$ cat src/rtl/multicycle_ctrl_pkg.sv
// Shared definitions for the multicycle control unit: state encoding, opcode
// constants, ALU/write-back select encodings and small decode helpers.
package multicycle_ctrl_pkg;

    typedef enum logic [2:0] {
        ST_FETCH  = 3'd0,
        ST_DECODE = 3'd1,
        ST_EXEC   = 3'd2,
        ST_MEM    = 3'd3,
        ST_WB     = 3'd4
    } state_e;

    localparam logic [6:0] OP_LOAD   = 7'b0000011;
    localparam logic [6:0] OP_STORE  = 7'b0100011;
    localparam logic [6:0] OP_BRANCH = 7'b1100011;
    localparam logic [6:0] OP_JAL    = 7'b1101111;
    localparam logic [6:0] OP_RTYPE  = 7'b0110011;
    localparam logic [6:0] OP_IALU   = 7'b0010011;

    localparam logic [1:0] ALU_ADD   = 2'b00;
    localparam logic [1:0] ALU_SUB   = 2'b01;
    localparam logic [1:0] ALU_FUNCT = 2'b10;

    localparam logic [1:0] WB_ALU = 2'b00;
    localparam logic [1:0] WB_MEM = 2'b01;
    localparam logic [1:0] WB_PC4 = 2'b10;

    function automatic logic op_is_legal(input logic [6:0] op);
        logic legal;
        case (op)
            OP_LOAD, OP_STORE, OP_BRANCH, OP_JAL, OP_RTYPE, OP_IALU: legal = 1'b1;
            default:                                                  legal = 1'b0;
        endcase
        return legal;
    endfunction

    // True in the state that completes an instruction of class op.
    function automatic logic is_final_state(input state_e st, input logic [6:0] op);
        logic fin;
        case (st)
            ST_WB:   fin = 1'b1;
            ST_EXEC: fin = (op == OP_BRANCH);
            ST_MEM:  fin = (op == OP_STORE);
            default: fin = 1'b0;
        endcase
        return fin;
    endfunction

endpackage

$ cat src/rtl/multicycle_ctrl_if.sv
// Control-unit bus: instruction/status inputs from the datapath and the
// strobes/selects driven back to it.
interface multicycle_ctrl_if;
    import multicycle_ctrl_pkg::*;

    logic [6:0]  opcode;
    logic        alu_zero;
    logic        mem_ready;
    logic        pc_we;
    logic        ir_we;
    logic        mem_re;
    logic        mem_we;
    logic        reg_we;
    logic        alu_src_b;
    logic [1:0]  alu_op;
    logic [1:0]  wb_sel;
    logic        illegal;
    logic [2:0]  state;
    logic [31:0] retired;

    modport master (
        input  opcode, alu_zero, mem_ready,
        output pc_we, ir_we, mem_re, mem_we, reg_we,
               alu_src_b, alu_op, wb_sel, illegal, state, retired
    );

    modport slave (
        output opcode, alu_zero, mem_ready,
        input  pc_we, ir_we, mem_re, mem_we, reg_we,
               alu_src_b, alu_op, wb_sel, illegal, state, retired
    );

endinterface

$ cat src/rtl/multicycle_ctrl_outdec.sv
// ctrl_outdec: purely combinational map from (state, latched opcode, ALU zero
// flag) to the datapath control outputs.
module ctrl_outdec
    import multicycle_ctrl_pkg::*;
(
    input  state_e     i_state,
    input  logic [6:0] i_op_q,
    input  logic       i_alu_zero,
    output logic       o_pc_we,
    output logic       o_ir_we,
    output logic       o_mem_re,
    output logic       o_mem_we,
    output logic       o_reg_we,
    output logic       o_alu_src_b,
    output logic [1:0] o_alu_op,
    output logic [1:0] o_wb_sel
);

    always_comb begin
        o_pc_we     = 1'b0;
        o_ir_we     = 1'b0;
        o_mem_re    = 1'b0;
        o_mem_we    = 1'b0;
        o_reg_we    = 1'b0;
        o_alu_src_b = 1'b0;
        o_alu_op    = ALU_ADD;
        o_wb_sel    = WB_ALU;

        case (i_state)
            ST_FETCH: begin
                o_mem_re = 1'b1;
                o_ir_we  = 1'b1;
                o_pc_we  = 1'b1;
            end
            ST_EXEC: begin
                case (i_op_q)
                    OP_LOAD, OP_STORE: begin
                        o_alu_src_b = 1'b1;
                        o_alu_op    = ALU_ADD;
                    end
                    OP_BRANCH: begin
                        o_alu_src_b = 1'b0;
                        o_alu_op    = ALU_SUB;
                        o_pc_we     = i_alu_zero;
                    end
                    OP_JAL:   o_pc_we = 1'b1;
                    OP_RTYPE: o_alu_op = ALU_FUNCT;
                    OP_IALU: begin
                        o_alu_op    = ALU_FUNCT;
                        o_alu_src_b = 1'b1;
                    end
                    default: ;
                endcase
            end
            ST_MEM: begin
                o_mem_re = (i_op_q == OP_LOAD);
                o_mem_we = (i_op_q == OP_STORE);
            end
            ST_WB: begin
                o_reg_we = 1'b1;
                case (i_op_q)
                    OP_LOAD: o_wb_sel = WB_MEM;
                    OP_JAL:  o_wb_sel = WB_PC4;
                    default: o_wb_sel = WB_ALU;
                endcase
            end
            default: ;
        endcase
    end

endmodule

$ cat src/rtl/multicycle_ctrl.sv
// Multicycle instruction controller: state register, latched opcode and
// retired-instruction counter. Define MULTICYCLE_CTRL_MEMWAIT_EN to stall
// FETCH and MEM until mem_ready.
module multicycle_ctrl
    import multicycle_ctrl_pkg::*;
(
    input logic               clk,
    input logic               rst,
    multicycle_ctrl_if.master bus
);

    state_e      r_state;
    state_e      w_next_state;
    logic [6:0]  r_op_q;
    logic [31:0] r_retired;

    logic        w_mem_done;
    logic        w_retire;
    logic        w_fetch_hold;
    logic        w_pc_we;
    logic        w_ir_we;
    logic        w_mem_we;
    logic        w_reg_we;

`ifdef MULTICYCLE_CTRL_MEMWAIT_EN
    assign w_mem_done = bus.mem_ready;
`else
    logic w_unused_mem_ready;
    assign w_unused_mem_ready = bus.mem_ready;
    assign w_mem_done         = 1'b1;
`endif

    always_comb begin
        w_next_state = r_state;
        case (r_state)
            ST_FETCH:  if (w_mem_done) w_next_state = ST_DECODE;
            ST_DECODE: w_next_state = op_is_legal(bus.opcode) ? ST_EXEC : ST_FETCH;
            ST_EXEC: begin
                case (r_op_q)
                    OP_LOAD, OP_STORE:         w_next_state = ST_MEM;
                    OP_JAL, OP_RTYPE, OP_IALU: w_next_state = ST_WB;
                    default:                   w_next_state = ST_FETCH;
                endcase
            end
            ST_MEM: begin
                if (w_mem_done)
                    w_next_state = (r_op_q == OP_LOAD) ? ST_WB : ST_FETCH;
            end
            default:   w_next_state = ST_FETCH;
        endcase
    end

    // A stalled store in MEM has not completed yet, so it must not retire.
    assign w_retire = is_final_state(r_state, r_op_q) &&
                      ((r_state != ST_MEM) || w_mem_done);

    always_ff @(posedge clk) begin
        if (rst) begin
            r_state   <= ST_FETCH;
            r_op_q    <= '0;
            r_retired <= '0;
        end else begin
            r_state <= w_next_state;
            if (r_state == ST_DECODE)
                r_op_q <= bus.opcode;
            if (w_retire)
                r_retired <= r_retired + 32'd1;
        end
    end

    ctrl_outdec u_outdec (
        .i_state     (r_state),
        .i_op_q      (r_op_q),
        .i_alu_zero  (bus.alu_zero),
        .o_pc_we     (w_pc_we),
        .o_ir_we     (w_ir_we),
        .o_mem_re    (bus.mem_re),
        .o_mem_we    (w_mem_we),
        .o_reg_we    (w_reg_we),
        .o_alu_src_b (bus.alu_src_b),
        .o_alu_op    (bus.alu_op),
        .o_wb_sel    (bus.wb_sel)
    );

    // PC/IR update only on the cycle the fetch actually completes; all write
    // strobes are forced off while reset is held.
    assign w_fetch_hold = (r_state == ST_FETCH) && !w_mem_done;

    assign bus.pc_we   = !rst && w_pc_we && !w_fetch_hold;
    assign bus.ir_we   = !rst && w_ir_we && !w_fetch_hold;
    assign bus.mem_we  = !rst && w_mem_we;
    assign bus.reg_we  = !rst && w_reg_we;
    assign bus.illegal = !rst && (r_state == ST_DECODE) && !op_is_legal(bus.opcode);

    assign bus.state   = r_state;
    assign bus.retired = r_retired;

endmodule
$ cat src/flat_wrapper.sv
// flat-port wrapper written by rule: the top's interface ports become plain ports
module multicycle_ctrl_flat import multicycle_ctrl_pkg::*;
  (clk, rst, bus_opcode, bus_alu_zero, bus_mem_ready, bus_pc_we, bus_ir_we, bus_mem_re, bus_mem_we, bus_reg_we, bus_alu_src_b, bus_alu_op, bus_wb_sel, bus_illegal, bus_state, bus_retired);
  multicycle_ctrl_if bus_i ();
  input logic clk;
  input logic rst;
  input wire logic [$bits(bus_i.opcode)-1:0] bus_opcode;
  input wire logic [$bits(bus_i.alu_zero)-1:0] bus_alu_zero;
  input wire logic [$bits(bus_i.mem_ready)-1:0] bus_mem_ready;
  output wire logic [$bits(bus_i.pc_we)-1:0] bus_pc_we;
  output wire logic [$bits(bus_i.ir_we)-1:0] bus_ir_we;
  output wire logic [$bits(bus_i.mem_re)-1:0] bus_mem_re;
  output wire logic [$bits(bus_i.mem_we)-1:0] bus_mem_we;
  output wire logic [$bits(bus_i.reg_we)-1:0] bus_reg_we;
  output wire logic [$bits(bus_i.alu_src_b)-1:0] bus_alu_src_b;
  output wire logic [$bits(bus_i.alu_op)-1:0] bus_alu_op;
  output wire logic [$bits(bus_i.wb_sel)-1:0] bus_wb_sel;
  output wire logic [$bits(bus_i.illegal)-1:0] bus_illegal;
  output wire logic [$bits(bus_i.state)-1:0] bus_state;
  output wire logic [$bits(bus_i.retired)-1:0] bus_retired;
  assign bus_i.opcode = bus_opcode;
  assign bus_i.alu_zero = bus_alu_zero;
  assign bus_i.mem_ready = bus_mem_ready;
  assign bus_pc_we = bus_i.pc_we;
  assign bus_ir_we = bus_i.ir_we;
  assign bus_mem_re = bus_i.mem_re;
  assign bus_mem_we = bus_i.mem_we;
  assign bus_reg_we = bus_i.reg_we;
  assign bus_alu_src_b = bus_i.alu_src_b;
  assign bus_alu_op = bus_i.alu_op;
  assign bus_wb_sel = bus_i.wb_sel;
  assign bus_illegal = bus_i.illegal;
  assign bus_state = bus_i.state;
  assign bus_retired = bus_i.retired;
  multicycle_ctrl u_core (.clk(clk), .rst(rst), .bus(bus_i));
endmodule
$ cat config.mk
export PLATFORM = sky130hd
export DESIGN_NAME = multicycle_ctrl_flat
export DESIGN_NICKNAME = d
export VERILOG_FILES = /design/src/rtl/multicycle_ctrl_pkg.sv /design/src/rtl/multicycle_ctrl_if.sv /design/src/rtl/multicycle_ctrl_outdec.sv /design/src/rtl/multicycle_ctrl.sv /design/src/flat_wrapper.sv
export SDC_FILE = /design/constraint.sdc
export NUM_CORES = 1
export LEC_CHECK = 0
export ABC_CLOCK_PERIOD_IN_PS = 3500
export CAP_MARGIN = 40
export CORE_AREA = 2 2 87 89
export DETAILED_ROUTE_END_ITERATION = 10
export DIE_AREA = 0 0 89 91
export HOLD_SLACK_MARGIN = 0.06
export PLACE_DENSITY = 0.57
export SLEW_MARGIN = 20
export SYNTH_ARGS = -nofsm -noshare
export SYNTH_HDL_FRONTEND = slang
export SYNTH_SLANG_ARGS = --single-unit
$ cat constraint.sdc
create_clock -name clk -period 3.5 [get_ports clk]
set_input_delay 0.7 -clock clk [delete_from_list [all_inputs] [get_ports clk]]
set_output_delay 0.7 -clock clk [all_outputs]
set_load 0.005 [all_outputs]
==> results by group, run 1 <==
Logic synthesis
  • Net Count, Synth: 270
  • Netlist cell types: 40
  • Yosys top cell area share: 39.74%
  • Yosys top cell by area: dfxtp_1
  • Cell Area, Synth: 0.002116 mm^2
  • EDFF count, synth: 0
  • Avg Inst Size Synth: 8.201 um^2
  • Number of synthesized register bits: 42
  • Async set-or-reset flop fraction in the synthesized netlist: 0%
  • Top cells by area, synth: dfxtp_1 40%, xnor2_1 9.1%, nor2_1 8.7%, nand2_1 3.5%, mux2i_1 3.3%
  • Most frequent cell after synthesis: nor2_1
  • Commonest cells post-synth: 49 x nor2_1, 42 x dfxtp_1, 22 x xnor2_1, 20 x nand2_1, 13 x clkbuf_1
  • Synth Flop Type: dfxtp_1
  • Syn Inst Count: 258
  • Synth Warn #: 0
  • Register area share after synthesis: 39.74%

Layout
  • # diodes: 0
  • Final core occ: 40.76%
  • Area growth syn-to-layout: 37.49%
  • Filler cells: 752
  • Share of cells above drive strength 1: 6.129%
  • Total Nets Final: 321

STA
  • Tightest Pin Transition: 0.4090 ns
  • Clock skew: 0.01129 ns
  • Fin. Hold Viols: 0
  • Slew Viols, Final: 0
  • Min Tclk post-route: 3.150 ns
  • Fin Setup TNS: 0 ns
  • Endpoints failing setup: 0
  • Final Cycle Share: 90.00%
  • Fmax: 317.5 MHz
  • Slew margin rel.: 72.67%
  • RSZ-0062 raised after global routing: no

Detailed routing
  • Avg WL per Cell: 12.19 um
  • DRC violations left: 0
  • Initial DRC count: 46
  • Routed WL: 4986 um
  • Routed Antenna Nets: 0
  • Vias: 1925
  • Via-to-Cell Ratio: 4.707
  • First drt pass iteration count: 4

Place
  • Buffers added on ports: 55
  • GPL Wtd Cong: 0.7623
  • DP HPWL: 3470 um

CTS
  • TritonCTS buffer count: 5
  • PostCTS Resize Cnt: 0
  • Register clock-pin slew on the reported worst setup and hold paths: 0.08 ns
  • Clk buf depth: 2
  • CTS tree: done
  • Hold_buf cts: 0
  • Setup Buffers After CTS: 0
  • H-tree levels: 2
  • Root buffer cell: clkbuf_8
  • Clk sinks: 42
  • Clock latency on the worst-skew pair: 0.30 ns

Worst hold path
  • Cell count of the worst hold path: 2
  • Worst Hold Class: reg -> reg
  • Hold Crit Start: u_core.bus.retired[28]

Floorplanning
  • Die height: 91 um
  • Die W: 89 um
  • IO Count: 57
  • Die area: 0.008099 mm^2
  • Initial core utilization: 29.65%
  • Core region area: 0.007137 mm^2
  • Row count: 31

Critical path
  • Worst Path Max Fanout: 6
  • Number of cells on the worst reg-to-reg path: 6
  • WP data arrival: 2.45 ns
  • Crit start category: flop
  • Required @ worst endpoint: 2.80 ns
  • Critical setup path kind: reg -> out
  • Crit. End Element: primary output
  • Reg2reg start: u_core.bus.state[1]
  • Critical path origin: u_core.r_op_q[2]

Global routing
  • Number of global-route vias before repair: 1701
  • Grt total ovfl: 0
  • Largest net degree at the start of global routing: 36
  • GRT Util Overall: 12.36%
  • Initial antenna violation count: 0
  • First-pass GRT wire length: 8052 um

Pwr
  • LEAKAGE: 0.9270 nW
  • Power per cell area: 351.4 mW/mm^2
  • Maximum vdd drop: 149.2 uV

Run status
  • Status: finished clean

Run
  • Max-cap violations: 0
[worst paths after layout]
kind	slack, ns	end
max reg2reg	1.11	u_core.bus.retired[30]
min	0.51	u_core.bus.retired[28]
min reg2reg	0.51	u_core.bus.retired[28]
max	0.35	bus_mem_re
[report_power, final]
| group | switching [W] | internal (W) | total, W | leakage [nW] |
|---|---|---|---|---|
| clock network | 0.000170 | 0.000304 | 0.000474 | 0.0714 |
| logic | 0.0000258 | 0.0000296 | 0.0000553 | 0.516 |
| registers | 0.00000982 | 0.000483 | 0.000493 | 0.340 |
[registers in the layout (all words and copies together) (netlist names)]
signal              cells
u_core.bus.state        3
u_core.r_op_q           7
u_core.bus.retired     32
[area by class of cell]
cell class              instances  area [um^2]  share of cell area (%)
multi-input cells             198         1214                   41.72
flip-flops and latches         42        840.8                   28.90
repair buffers                 58        573.1                   19.70
well taps                      99        123.9                   4.258
clock buffers                   6        82.58                   2.839
clock inverters                 2        60.06                   2.065
inverters                       4        15.01                  0.5161
[per-layer routing]
layer	part of all wire [%]	track usage (%)	vias to the layer above
met2	43	17.35	48
met1	50	17.87	863
met5	0	0	-
li1	-	-	1008
met3	5.5	3.636	6
met4	1.4	4.229	0
[cell families (layout without fill, tap and decap cells)]
kind of cell,count (synthesis),count (layout),synth area share [%]
AND/OR/NAND/NOR,140,140,35.19
flip-flops,42,42,39.74
adder cells (fa/ha/maj),1,1,0.5913
AO/OA/AOI/OAI,23,23,6.624
XOR/XNOR,26,26,10.76
buffers and inverters,18,70,3.252
multiplexers,8,8,3.844
[stage by stage]
step	total power [W]	hold slack [ns]	instance area, um^2	cells	worst slack (ns)
after floorplan	0.0005318	0.4784	2116	258	1.209
after global placement	0.0005601	0.4902	2766	401	0.4445
after detailed placement	0.0005602	0.5145	2766	401	0.4147
after CTS	0.001039	0.5262	2909	409	0.3478
after global routing	0.001064	0.5422	2909	409	0.2389
final	0.001022	0.5131	2909	409	0.3500
[critical path, cell delays in order, from the launching register on]
cell	delay, ns
dfxtp_1	0.37
nor2_1	0.19
or4b_2	0.68
nor2_1	0.15
nand3_1	0.09
a21oi_1	0.16
clkdlybuf4s50_1	0.51
[cells in the final DEF (no fill, tap or decap), types with 7 or more instances in the layout]
cell	synthesis	routed
mux2i_1	7	7
nor4_1	11	11
nor2_1	49	49
clkdlybuf4s50_1	0	55
dfxtp_1	42	42
nand2_1	20	20
xnor2_1	22	22
nand3_1	9	9
nand4_1	8	8
a21oi_1	11	11
nor3_1	8	8
No activity file was read; power rests on OpenSTA's default activity.
==> run 2: changes to the inputs <==
--- a/config.mk
+++ b/config.mk
@@ -7,9 +7,9 @@
 export LEC_CHECK = 0
 export ABC_CLOCK_PERIOD_IN_PS = 3500
 export CAP_MARGIN = 40
-export CORE_AREA = 2 2 87 89
+export CORE_AREA = 2 2 92 85
 export DETAILED_ROUTE_END_ITERATION = 10
-export DIE_AREA = 0 0 89 91
+export DIE_AREA = 0 0 94 87
 export HOLD_SLACK_MARGIN = 0.06
 export PLACE_DENSITY = 0.57
 export SLEW_MARGIN = 20
==> run 2 against run 1 <==
Effect of this change:
- via count is 2.2% higher
- sequential share of layout area hardly changed
- register-to-register slack worse by 0.08 ns
- count of clock-buffer cells in the layout stayed put
- sequential power hardly changed
- first-iteration DRC count grew to 2.6 times the previous value
- sequential cell count stayed put
- cell area is 0.13% lower
- die area is 0.98% higher
- critical path depth stayed put
==> results by group, run 2 (synthesis gave the netlist of run 1 again) <==
Global routing
  • Largest net degree at the start of global routing: 33 (was 36)
  • Number of global-route vias before repair: 1855 (was 1701)
  • GRT Util Overall: 13.02% (was 12.36%)
  • Grt total ovfl: 0 (unchanged)
  • Initial antenna violation count: 0 (unchanged)
  • First-pass GRT wire length: 8618 um (was 8052 um)

STA
  • Fin. Hold Viols: 0 (unchanged)
  • RSZ-0062 raised after global routing: no (unchanged)
  • Clock skew: 0.003790 ns (was 0.01129 ns)
  • Min Tclk post-route: 3.202 ns (was 3.150 ns)
  • Tightest Pin Transition: 0.4105 ns (was 0.4090 ns)
  • Final Cycle Share: 91.48% (was 90.00%)
  • Endpoints failing setup: 0 (unchanged)
  • Slew margin rel.: 72.63% (was 72.67%)
  • Post-route setup slack: 0.2981 ns (was 0.3500 ns)
  • Fmax: 312.3 MHz (was 317.5 MHz)
  • Slew Viols, Final: 0 (unchanged)
  • Fin Setup TNS: 0 ns (unchanged)

Layout
  • Area growth syn-to-layout: 37.32% (was 37.49%)
  • Design area: 0.002905 mm^2 (was 0.002909 mm^2)
  • Most frequent cells in the layout: 55 x clkdlybuf4s50_1, 49 x nor2_1, 42 x dfxtp_1, 22 x xnor2_1, 20 x nand2_1 (unchanged)
  • Total Nets Final: 321 (unchanged)
  • Max FFs per register: 32 (unchanged)
  • Filler cells: 758 (was 752)
  • Final core occ: 39.69% (was 40.76%)
  • Share of cells above drive strength 1: 6.129% (unchanged)
  • Commonest non-fill, non-tap cell in the layout: clkdlybuf4s50_1 (unchanged)
  • # diodes: 0 (unchanged)

CTS
  • TritonCTS buffer count: 5 (unchanged)
  • Clk buf depth: 2 (unchanged)
  • H-tree levels: 2 (unchanged)
  • CTS tree: done (unchanged)
  • Root buffer cell: clkbuf_8 (unchanged)
  • Clock latency on the worst-skew pair: 0.29 ns (was 0.30 ns)
  • Clk sinks: 42 (unchanged)
  • Setup Buffers After CTS: 0 (unchanged)
  • Register clock-pin slew on the reported worst setup and hold paths: 0.08 ns (about the same)
  • PostCTS Resize Cnt: 0 (unchanged)
  • Hold_buf cts: 0 (unchanged)

Floorplanning
  • Die height: 87 um (was 91 um)
  • Row count: 30 (was 31)
  • Die area: 0.008178 mm^2 (was 0.008099 mm^2)
  • Initial core utilization: 28.91% (was 29.65%)
  • IO Count: 57 (unchanged)
  • Core region area: 0.007320 mm^2 (was 0.007137 mm^2)
  • Die W: 94 um (was 89 um)

Critical path
  • Worst Path Max Fanout: 6 (unchanged)
  • Crit start category: flop (unchanged)
  • CP max-delay cell: or4b_2 (unchanged)
  • CP Cell Sequence: nor2_1 -> or4b_2 -> nor2_1 -> nand3_1 -> a21oi_1 -> clkdlybuf4s50_1 (unchanged)
  • WP data arrival: 2.50 ns (was 2.45 ns)
  • Critical setup path kind: reg -> out (unchanged)
  • Crit. End Element: primary output (unchanged)
  • CP peak stage delay: 0.68 ns (about the same)
  • Critical path's most frequent cell: nor2_1 (unchanged)
  • Required @ worst endpoint: 2.80 ns (about the same)

Pwr
  • Power per cell area: 351.0 mW/mm^2 (was 351.4 mW/mm^2)
  • Int Power: 0.0008170 W (was 0.0008172 W)
  • Seq pwr share: 48.3% (was 48.2%)
  • LEAKAGE: 0.9270 nW (unchanged)
  • Clock power share: 46.1% (was 46.4%)
  • Switch Pwr: 0.0002026 W (was 0.0002051 W)
  • Maximum vdd drop: 181.9 uV (was 149.2 uV)
  • Comb power frac: 5.5% (was 5.4%)
  • Switching share of power: 19.87% (was 20.06%)

Worst hold path
  • Worst Hold Class: reg -> reg (unchanged)

Detailed routing
  • DRC violations left: 0 (unchanged)
  • Avg WL per Cell: 12.87 um (was 12.19 um)
  • Via-to-Cell Ratio: 4.847 (was 4.707)
  • Vias: 1968 (was 1925)
  • First drt pass iteration count: 4 (unchanged)
  • Routed WL: 5224 um (was 4986 um)
  • Initial DRC count: 119 (was 46)
  • Routed Antenna Nets: 0 (unchanged)

Place
  • Setup WS pre-CTS: 0.4697 ns (was 0.4147 ns)
  • Placed cell area: 0.002763 mm^2 (was 0.002766 mm^2)
  • GPL Wtd Cong: 0.7751 (was 0.7623)
  • DP HPWL: 3792 um (was 3470 um)
  • Buffers added on ports: 55 (unchanged)

Run
  • Max-cap violations: 0 (unchanged)

Run status
  • Status: finished clean (unchanged)
-- run 2: cell counts in the layout (fill, tap and decap cells not counted) --
No cell type changed its count.
-- run 2: worst max-delay path, delay by kind of cell (launching register included) --
family                 cells  cell delay (ns)
AND/OR/NAND/NOR            4             1.15
flip-flops                 1             0.37
AO/OA/AOI/OAI              1             0.18
buffers and inverters      1             0.52
-- run 2: power groups by stage --
| stage | sequential (W) | combinational [W] | clock, W |
|---|---|---|---|
| CTS | 0.000492 | 0.0000573 | 0.000485 |
| floorplan | 0.000500 | 0.0000318 | 0 |
| global placement | 0.000504 | 0.0000562 | 0 |
| finish | 0.000493 | 0.0000564 | 0.000470 |
| detailed placement | 0.000504 | 0.0000571 | 0 |
| global route | 0.000494 | 0.0000621 | 0.000507 |
-- run 2: cell type report --
type                    instances  area [um^2]  area share (%)
multi-input cells             198         1214           41.77
flip-flops and latches         42        840.8           28.94
repair buffers                 58        573.1           19.72
well taps                      96        120.1           4.134
clock buffers                   6        82.58           2.842
clock inverters                 2        60.06           2.067
inverters                       4        15.01          0.5168
-- run 2: path summary, 6_finish.rpt --
path,start,to,slack (ns),depth (start not counted)
max,u_core.r_op_q[2],bus_mem_re,0.30,6
min,u_core.bus.retired[30],u_core.bus.retired[30],0.52,2
max reg2reg,u_core.bus.state[1],u_core.bus.retired[30],1.03,6
min reg2reg,u_core.bus.retired[30],u_core.bus.retired[30],0.52,2
-- run 2: routing by layer --
| metal | GRT usage [%] | vias to the layer above | part of all wire (%) |
|---|---|---|---|
| met4 | 4.480 | 0 | 1.3 |
| met3 | 2.857 | 4 | 3.1 |
| met2 | 20.19 | 42 | 44 |
| li1 | - | 1016 | - |
| met1 | 17.90 | 906 | 51 |
| met5 | 0 | - | 0 |
-- run 2: metrics by stage --
step                instances  hold slack (ns)  power (W)
finish                    406           0.5168   0.001020
global route              406           0.5385   0.001064
CTS                       406           0.5108   0.001035
detailed placement        398           0.4992  0.0005609
global placement          398           0.4915  0.0005600
floorplan                 258           0.4784  0.0005318
